[src/rtl/adc_ascii_framer.sv]
`default_nettype none
// ============================================================================
// Module   : adc_ascii_framer
// Purpose  : Periodically snapshots every ADC channel, scales each code to
//            millivolts and streams one "Cnn=dddd " record per channel plus a
//            CR/LF terminator into a UART TX FIFO write port, one byte at a time.
// Revision : 1.0 - initial release
// ============================================================================
module adc_ascii_framer #(
    parameter int CHANNELS     = 13,
    parameter int DATA_W       = 12,
    parameter int VREF_MV      = 3300,
    parameter int FRAME_PERIOD = 6_500_000
) (
    input  logic                       clk,
    input  logic                       rst,
    input  logic                       enable,
    input  logic [CHANNELS*DATA_W-1:0] adc_in,
    input  logic                       tx_full,
    output logic [7:0]                 wr_data,
    output logic                       wr_uart,
    output logic                       busy,
    output logic                       frame_done,
    output logic                       frame_missed
);

    localparam int c_cnt_w = (FRAME_PERIOD > 1) ? $clog2(FRAME_PERIOD) : 1;
    localparam logic [c_cnt_w-1:0] c_cnt_last = c_cnt_w'(FRAME_PERIOD - 1);
    localparam logic [6:0]         c_last_ch  = 7'(CHANNELS - 1);
    localparam logic [13:0]        c_vref     = 14'(VREF_MV);

    localparam logic [2:0] c_st_idle   = 3'd0;
    localparam logic [2:0] c_st_latch  = 3'd1;
    localparam logic [2:0] c_st_scale  = 3'd2;
    localparam logic [2:0] c_st_digits = 3'd3;
    localparam logic [2:0] c_st_emit   = 3'd4;
    localparam logic [2:0] c_st_tail   = 3'd5;

    logic [c_cnt_w-1:0]         r_period_cnt;
    logic [2:0]                 r_state;
    logic [CHANNELS*DATA_W-1:0] r_snapshot;
    logic [6:0]                 r_ch;
    logic [13:0]                r_rem;       // mV remainder; ends as the units digit
    logic [6:0]                 r_idx_rem;   // channel index remainder; ends as units
    logic [3:0]                 r_d3;
    logic [3:0]                 r_d2;
    logic [3:0]                 r_d1;
    logic [3:0]                 r_nn_tens;
    logic [1:0]                 r_step;
    logic [3:0]                 r_byte_idx;
    logic                       r_wr_req;    // a byte is staged and waiting for FIFO room
    logic [7:0]                 r_wr_pend;   // staged byte
    logic [7:0]                 r_wr_last;   // last byte actually written
    logic                       r_busy;
    logic                       r_frame_done;
    logic                       r_frame_missed;

    logic                       w_trigger;
    logic [DATA_W-1:0]          w_code;
    logic [13:0]                w_mv;
    logic [7:0]                 w_emit_byte;
    logic [7:0]                 w_tail_byte;

    assign w_trigger = (r_period_cnt == c_cnt_last);
    assign w_code    = r_snapshot[int'(r_ch)*DATA_W +: DATA_W];
    // Full-width product so the truncating shift never loses high bits.
    assign w_mv      = 14'(({14'd0, w_code} * {{DATA_W{1'b0}}, c_vref}) >> DATA_W);

    // Free-running frame period counter; a trigger is the wrap back to zero.
    always_ff @(posedge clk or posedge rst) begin
        if (rst) begin
            r_period_cnt <= '0;
        end else if (w_trigger) begin
            r_period_cnt <= '0;
        end else begin
            r_period_cnt <= r_period_cnt + c_cnt_w'(1);
        end
    end

    // ASCII byte for the current position inside a channel record.
    always_comb begin
        w_emit_byte = 8'h20;
        case (r_byte_idx)
            4'd0:    w_emit_byte = 8'h43;                     // 'C'
            4'd1:    w_emit_byte = {4'h3, r_nn_tens};
            4'd2:    w_emit_byte = {4'h3, r_idx_rem[3:0]};
            4'd3:    w_emit_byte = 8'h3D;                     // '='
            4'd4:    w_emit_byte = {4'h3, r_d3};
            4'd5:    w_emit_byte = {4'h3, r_d2};
            4'd6:    w_emit_byte = {4'h3, r_d1};
            4'd7:    w_emit_byte = {4'h3, r_rem[3:0]};
            default: w_emit_byte = 8'h20;                     // ' '
        endcase
    end

    assign w_tail_byte = (r_byte_idx == 4'd0) ? 8'h0D : 8'h0A;

    // Frame sequencer: latch, scale, BCD-convert and emit each channel in turn.
    always_ff @(posedge clk or posedge rst) begin
        if (rst) begin
            r_state        <= c_st_idle;
            r_snapshot     <= '0;
            r_ch           <= '0;
            r_rem          <= '0;
            r_idx_rem      <= '0;
            r_d3           <= '0;
            r_d2           <= '0;
            r_d1           <= '0;
            r_nn_tens      <= '0;
            r_step         <= '0;
            r_byte_idx     <= '0;
            r_wr_req       <= 1'b0;
            r_wr_pend      <= '0;
            r_wr_last      <= '0;
            r_busy         <= 1'b0;
            r_frame_done   <= 1'b0;
            r_frame_missed <= 1'b0;
        end else begin
            r_frame_done   <= 1'b0;
            r_frame_missed <= w_trigger && r_busy;
            case (r_state)
                c_st_idle: begin
                    if (w_trigger && enable) begin
                        r_busy  <= 1'b1;
                        r_ch    <= '0;
                        r_state <= c_st_latch;
                    end
                end
                c_st_latch: begin
                    r_snapshot <= adc_in;
                    r_state    <= c_st_scale;
                end
                c_st_scale: begin
                    r_rem     <= w_mv;
                    r_idx_rem <= r_ch;
                    r_d3      <= '0;
                    r_d2      <= '0;
                    r_d1      <= '0;
                    r_nn_tens <= '0;
                    r_step    <= '0;
                    r_state   <= c_st_digits;
                end
                c_st_digits: begin
                    // One subtraction per cycle; a failed compare moves to the next place.
                    case (r_step)
                        2'd0: begin
                            if (r_rem >= 14'd1000) begin
                                r_rem <= r_rem - 14'd1000;
                                r_d3  <= r_d3 + 4'd1;
                            end else begin
                                r_step <= 2'd1;
                            end
                        end
                        2'd1: begin
                            if (r_rem >= 14'd100) begin
                                r_rem <= r_rem - 14'd100;
                                r_d2  <= r_d2 + 4'd1;
                            end else begin
                                r_step <= 2'd2;
                            end
                        end
                        2'd2: begin
                            if (r_rem >= 14'd10) begin
                                r_rem <= r_rem - 14'd10;
                                r_d1  <= r_d1 + 4'd1;
                            end else begin
                                r_step <= 2'd3;
                            end
                        end
                        default: begin
                            if (r_idx_rem >= 7'd10) begin
                                r_idx_rem <= r_idx_rem - 7'd10;
                                r_nn_tens <= r_nn_tens + 4'd1;
                            end else begin
                                r_step     <= 2'd0;
                                r_byte_idx <= '0;
                                r_state    <= c_st_emit;
                            end
                        end
                    endcase
                end
                c_st_emit: begin
                    // Staging takes a cycle, which gives the idle gap after every write.
                    if (!r_wr_req) begin
                        r_wr_pend <= w_emit_byte;
                        r_wr_req  <= 1'b1;
                    end else if (!tx_full) begin
                        r_wr_req  <= 1'b0;
                        r_wr_last <= r_wr_pend;
                        if (r_byte_idx == 4'd8) begin
                            r_byte_idx <= '0;
                            if (r_ch == c_last_ch) begin
                                r_state <= c_st_tail;
                            end else begin
                                r_ch    <= r_ch + 7'd1;
                                r_state <= c_st_scale;
                            end
                        end else begin
                            r_byte_idx <= r_byte_idx + 4'd1;
                        end
                    end
                end
                c_st_tail: begin
                    if (!r_wr_req) begin
                        r_wr_pend <= w_tail_byte;
                        r_wr_req  <= 1'b1;
                    end else if (!tx_full) begin
                        r_wr_req  <= 1'b0;
                        r_wr_last <= r_wr_pend;
                        if (r_byte_idx == 4'd1) begin
                            r_byte_idx   <= '0;
                            r_busy       <= 1'b0;
                            r_frame_done <= 1'b1;
                            r_state      <= c_st_idle;
                        end else begin
                            r_byte_idx <= r_byte_idx + 4'd1;
                        end
                    end
                end
                default: begin
                    r_busy  <= 1'b0;
                    r_state <= c_st_idle;
                end
            endcase
        end
    end

    // The strobe is qualified by tx_full in the same cycle so a full FIFO is never written.
    assign wr_uart      = r_wr_req && !tx_full;
    assign wr_data      = wr_uart ? r_wr_pend : r_wr_last;
    assign busy         = r_busy;
    assign frame_done   = r_frame_done;
    assign frame_missed = r_frame_missed;

endmodule
`default_nettype wire
[config.mk]
export PLATFORM = sky130hd
export DESIGN_NAME = adc_ascii_framer
export DESIGN_NICKNAME = d
export VERILOG_FILES = /design/src/rtl/adc_ascii_framer.sv
export SDC_FILE = /design/constraint.sdc
export NUM_CORES = 1
export LEC_CHECK = 0
export BUFFER_PORTS_ARGS = -buffer_cell sky130_fd_sc_hd__buf_2
export CAP_MARGIN = 10
export CORE_MARGIN = 2
export CORE_UTILIZATION = 40
export DETAILED_ROUTE_END_ITERATION = 12
export SLEW_MARGIN = 15
export SYNTH_ARGS = -nofsm -noshare
export SYNTH_HDL_FRONTEND = slang
export SYNTH_SLANG_ARGS = --single-unit
[constraint.sdc]
create_clock -name clk -period 10.41 [get_ports clk]
set_clock_uncertainty 0.15 [all_clocks]
set_input_delay 2.082 -clock clk [delete_from_list [all_inputs] [get_ports clk]]
set_output_delay 2.082 -clock clk [all_outputs]
set_load 0.02 [all_outputs]
=== After elaboration in Yosys (flattened, before gate mapping) ===
Cells that the tools add are included.
W data, S select, Z words.

* Bits in registers: 252
* Input port bits: 160
* Output and inout bits: 12
* Word-level logic and storage cells: 178

* Add/sub/neg operators: 11
* $mul: 2
* $lt $le $gt $ge: 4
* Equality and inequality tests: 44
* Shift-type cells: 1
* Multiplexer cells: 70
* Bitwise operators: 2
* Reductions and logical operators: 26

{| class="wikitable"
|+ Operators by type and width
! kind !! count
|-
| $shiftx A156 B12 Y12 || 1
|-
| $mux W4 || 16
|-
| $pmux W7 S8 || 1
|-
| $mux W7 || 7
|-
| $mux W14 || 3
|-
| $pmux W14 S3 || 1
|-
| $ne A2 B2 Y1 const B || 19
|-
| $mux W3 || 11
|-
| $pmux W4 S2 || 4
|-
| $pmux W14 S2 || 1
|-
| $pmux W7 S2 || 2
|-
| $mux W8 || 3
|-
| $add A23 B1 Y23 const B || 1
|-
| $eq A23 B23 Y1 const B || 1
|-
| $mux W23 || 1
|-
| $mul A12 B10 Y22 const B || 1
|-
| $add A4 B1 Y4 const B || 5
|-
| $ne A3 B3 Y1 const B || 6
|-
| $pmux W3 S6 || 1
|-
| $reduce_and A3 Y1 || 6
|-
| $eq A4 B3 Y1 const B || 4
|-
| $pmux W8 S2 || 1
|-
| $reduce_and A5 Y1 || 3
|-
| $ge A14 B10 Y1 const B || 1
|-
| other kinds (40) || 60
|}

=== Longest topological paths before layout ===
* Word-level depth: 6
* Depth in mapped cells: 27
* Depth with buffers taken out: 24

=== Least setup slack after synthesis ===
OpenSTA, ideal clock, no wires.

* Path type: register to register
* Start point: reg r_ch[0]
* End point: reg r_rem[7]
* Setup time: 0.136 ns
* Arrival: 6.913 ns
* Required time: 10.124 ns
* Slack: 3.211 ns
* Cell stages (with the launch flop): 28
* Buffers on the path: 5
* Clock period less this slack: 7.199 ns
* Cell sequence: dfrtp_1 -> buf_6 -> buf_2 -> buf_2 -> buf_2 -> buf_2 -> mux4_2 -> nand2_1 -> a311oi_1 -> ha_1 -> inv_1 -> fa_1 -> inv_1 -> fa_1 -> fa_1 -> inv_1 -> fa_1 -> inv_1 -> ha_1 -> a21oi_1 -> nor2b_1 -> a211o_1 -> a21oi_1 -> inv_1 -> or4b_4 -> a31oi_2 -> xor2_1 -> o22ai_1

* Word-level cells in the longest chain between the ends: 4

{| class="wikitable"
|+ RTL lines
! item !! RTL line !! RTL
|-
| from (decl) || 42 || <nowiki>logic [6:0] r_ch;</nowiki>
|-
| from (signal assigned) || 195 || <nowiki>r_ch <= r_ch + 7'd1;</nowiki>
|-
| $mul A7 B2 Y9 || 65 || <nowiki>assign w_code = r_snapshot[int'(r_ch)*DATA_W +: DATA_W];</nowiki>
|-
| $shiftx A156 B12 Y12 || 65 ||
|-
| $mul A12 B10 Y22 || 67 || <nowiki>assign w_mv = 14'(({14'd0, w_code} * {{DATA_W{1'b0}}, c_vref}) >> DATA_W);</nowiki>
|-
| $pmux W14 S2 || 121 || <nowiki>case (r_state)</nowiki>
|-
| to (signal assigned) || 134 || <nowiki>r_rem <= w_mv;</nowiki>
|-
| to (signal assigned) || 148 || <nowiki>r_rem <= r_rem - 14'd1000;</nowiki>
|-
| to (signal assigned) || 156 || <nowiki>r_rem <= r_rem - 14'd100;</nowiki>
|-
| to (decl) || 43 || <nowiki>logic [13:0] r_rem;</nowiki>
|}

No other way between the ends.
A chain may end at the register's enable or synchronous reset.

=== Final worst setup path ===
Ends and elaborated chain as after synthesis.

==> results list <==
- Run status: finished, final reports clean
* Family with the most delay on the worst path: adder cells
* Proportion of register bits with asynchronous set or reset after synthesis: 100%
- Slew Limit Fails: 0
- Remaining max-slew budget at the tightest pin: 34.7%
- RD Place Congestion: 0.886
- Pre-CTS worst setup slack: 2710 ps
- Overall global routing resource usage: 19.5%
- Setup repair after global routing missed its margin: no
* Number of filler instances in the final layout: 3435
- Vert. Die Dim: 198 um
- In this run the worst path has a maximum fanout of 31.
* Dominant combinational cell family by area after synthesis: multiplexers
- STA classifies the critical path endpoint as a flop.
* Clock slew seen by the registers of the worst setup and hold paths: 60 ps
- Count of state elements after synthesis: 250
* Synthesis-to-finish area growth: 15.1%
* Count of buffering cells on the critical path with inverters included: 6
- Crit start category: flop
- Sequential area share after synthesis: 41.7%
- Worst hold path stage count: 1
* Number of cells on the critical path: 23
- The cell count after synthesis came out at 1394.
- The clock passes through at most 3 buffers.
* R2r worst-path depth: 23
* Mean area per synthesized cell: 10.8 um2
- Net count of the mapped netlist: 1672
- Core area: 0.0368 mm2
* Highest achievable clock rate: 0.131 GHz
* Number of flops mapped to enable cells by yosys: 0
- Max stage delay on crit path: 940 ps
* Most used flip-flop cell after synthesis: dfrtp_1
* Via density: 5.44
- Clock tree synthesis selected as its root buffer the cell clkbuf_16.
* Number of instances resized during post-cts repair: 0
- In this run the number of H-tree levels came out at 1.
- Final std cells w/o fill: 2020
* Distinct cell type count after synthesis: 75
- Pin placement for this block handled 172 I/O pins.
- Number of hold buffers added after cts: 0
* Initial cell density of the core: 40.8%
- FP Rows: 70
* Antenna violations before repair: 9
* Final cycle utilization of the critical path: 73.5%
* Number of nets in the finished design: 1806
- Summing every instance area after synthesis gives 0.0150 mm2.
* Number of global-route vias before repair: 11139
- Area share of xor/xnor cells in the synthesized design: 2.34%
- The number of placed instances, taps included, is 1965.
- Walking the worst path, the cells encountered are buf_4, mux4_2, a221oi_1, a311oi_1, ha_1, inv_1, fa_1, inv_1, fa_1, fa_1, inv_1, fa_1, inv_1, ha_1, a21oi_1, nor2b_1, a211o_1, a21oi_1, inv_1, or4b_4, a31oi_2, xor2_1, o22ai_1.
- The die covers 0.0391 mm2.
- In this run the horizontal extent of the chip is 198 um.
- Input and output buffers added on the ports amount to 170.
- Pin count of the biggest net entering global routing: 157
- Clock Sinks: 250
* Required time at the endpoint of the critical path: 10690 ps
- Global-route wire length before repair: 60400 um
- Adding up every negative setup slack in the final design gives 0 ps.
- Cell at the slowest stage of the critical path: dfrtp_2
- Final Hold Viols: 0
- Number of endpoints failing setup at the final stage: 0
- Cell repeated most along the worst path: inv_1
* Most common cell after layout, fill and taps aside: dfrtp_1
- GR Overflow Total: 0
- Multiplexer cells account for 17.9% of the synthesized area.
- Average wire length per cell after detail routing: 18.4 um
- The first TritonRoute pass finished after 6 iterations.
* Category of the critical setup timing path: reg -> reg
* Most frequent cells in the layout: 248 x dfrtp_1, 170 x buf_2, 169 x mux2_2, 136 x nand2_1, 88 x ha_1
- Type of the tightest min-delay check: reg -> reg
- At the pin with the least slew margin, the transition time is 979 ps.
* Simple-gate area share of the yosys netlist: 10.9%
- Final routed wirelength across all metal layers: 37200 um
* Post-CTS setup-driven buffer insertion count: 0
* Max-cap violation count: 0
- For this block, the via count after detailed routing is 10992.
* Ratio of cells with drive above 1 in the final layout: 29.0%
* DRC Markers: 0
- DRT iter0 DRCs: 805
- Worst hold slack after final layout: 343 ps
- Clock latency of the later-clocked register in the worst-skew pair: 570 ps
- Remaining antenna violation count: 0
- Fin crit period: 7650 ps
* Clock buffer count from CTS: 29
- After layout, the worst setup slack is 2760 ps.
- The synthesized netlist devotes 11.4% of its cell area to compound gates.
- For flop-to-flop paths, the worst setup slack is 2760 ps.
- Count of yosys warnings during synthesis: 0
- Summing the areas of all fa, ha and maj instances in the mapped netlist gives 11.3% of the synthesized area.
- Clock tree from TritonCTS: yes
- The wire-length estimate of the detail-placed layout is 27400 um.
- Arrival time of the worst setup path: 7930 ps
[final cells by class]
| class | count | area (um2) | area share (%) |
|---|---|---|---|
| multi-input cells | 976 | 8090 | 46.8 |
| flip-flops and latches | 250 | 6260 | 36.2 |
| repair buffers | 181 | 946 | 5.48 |
| clock buffers | 42 | 845 | 4.89 |
| well taps | 468 | 586 | 3.39 |
| inverters | 90 | 345 | 2.00 |
| clock inverters | 9 | 188 | 1.09 |
| diodes | 4 | 10.0 | 0.0580 |
[cell families (layout without fill, tap and decap cells)]
kind of cell,count (synthesis),count (layout)
other,1,5
muxes,208,208
adders and majority gates,118,118
buffers and inverters,168,322
DFF,250,250
and+or+nand+nor,348,348
xor gates and xnor gates,40,40
AOI/OAI and AO/OA,261,261
[cells in the mapped netlist, drive strengths merged, types with 8 or more instances]
library cell	number	share of area [%]
dfrtp	250	42
mux2	170	13
nand2	136	3.4
ha	88	7.3
inv	88	2.2
o21ai	80	2.7
nor2	79	2.0
a21oi	60	2.0
clkbuf	60	1.5
mux4	31	4.7
fa	30	4.0
nand3	30	1.0
xor2	21	1.2
xnor2	19	1.1
buf	18	0.63
nor3	18	0.68
a31oi	15	0.67
nand4	15	0.63
o31ai	15	0.75
a221oi	13	0.80
a22oi	12	0.60
nor2b	11	0.46
and3	9	0.38
nand2b	9	0.38
a21o	8	0.40
or2	8	0.35
[sequential cells by signal, indices dropped and copies added, names as in the netlist, 3 cells and up]
signal        count
r_wr_pend         7
r_ch              7
r_state           3
r_d3              4
r_wr_last         7
r_idx_rem         7
r_period_cnt     23
r_rem            14
r_byte_idx        4
r_snapshot      156
r_d1              4
r_nn_tens         4
r_d2              4
[layer usage]
metal  share of wire, %  global-route usage (%)
met4                3.0                    6.38
met3                5.4                    4.05
met5               0.19                       0
met1                 45                    26.3
met2                 46                    31.3
[path summary, 6_finish.rpt]
kind	start	endpoint
min in group asynchronous	rst	r_snapshot[131]
worst min register to register	r_d1[3]	r_d1[3]
worst min-delay path	r_d1[3]	r_d1[3]
max in group asynchronous	rst	r_snapshot[13]
worst max-delay path	r_ch[0]	r_rem[7]
worst max register to register	r_ch[0]	r_rem[7]
[per-stage QoR]
stage,utilization [%],instance area (um2)
final,46.9,17300
after global routing,46.9,17300
after CTS,46.9,17300
after detailed placement,44.1,16200
after global placement,44.1,16200
after floorplan,-,15000
Power is left out: the tool's default activity adds up to more than one toggle a clock period on the data nets, which glitch-free logic cannot reach.
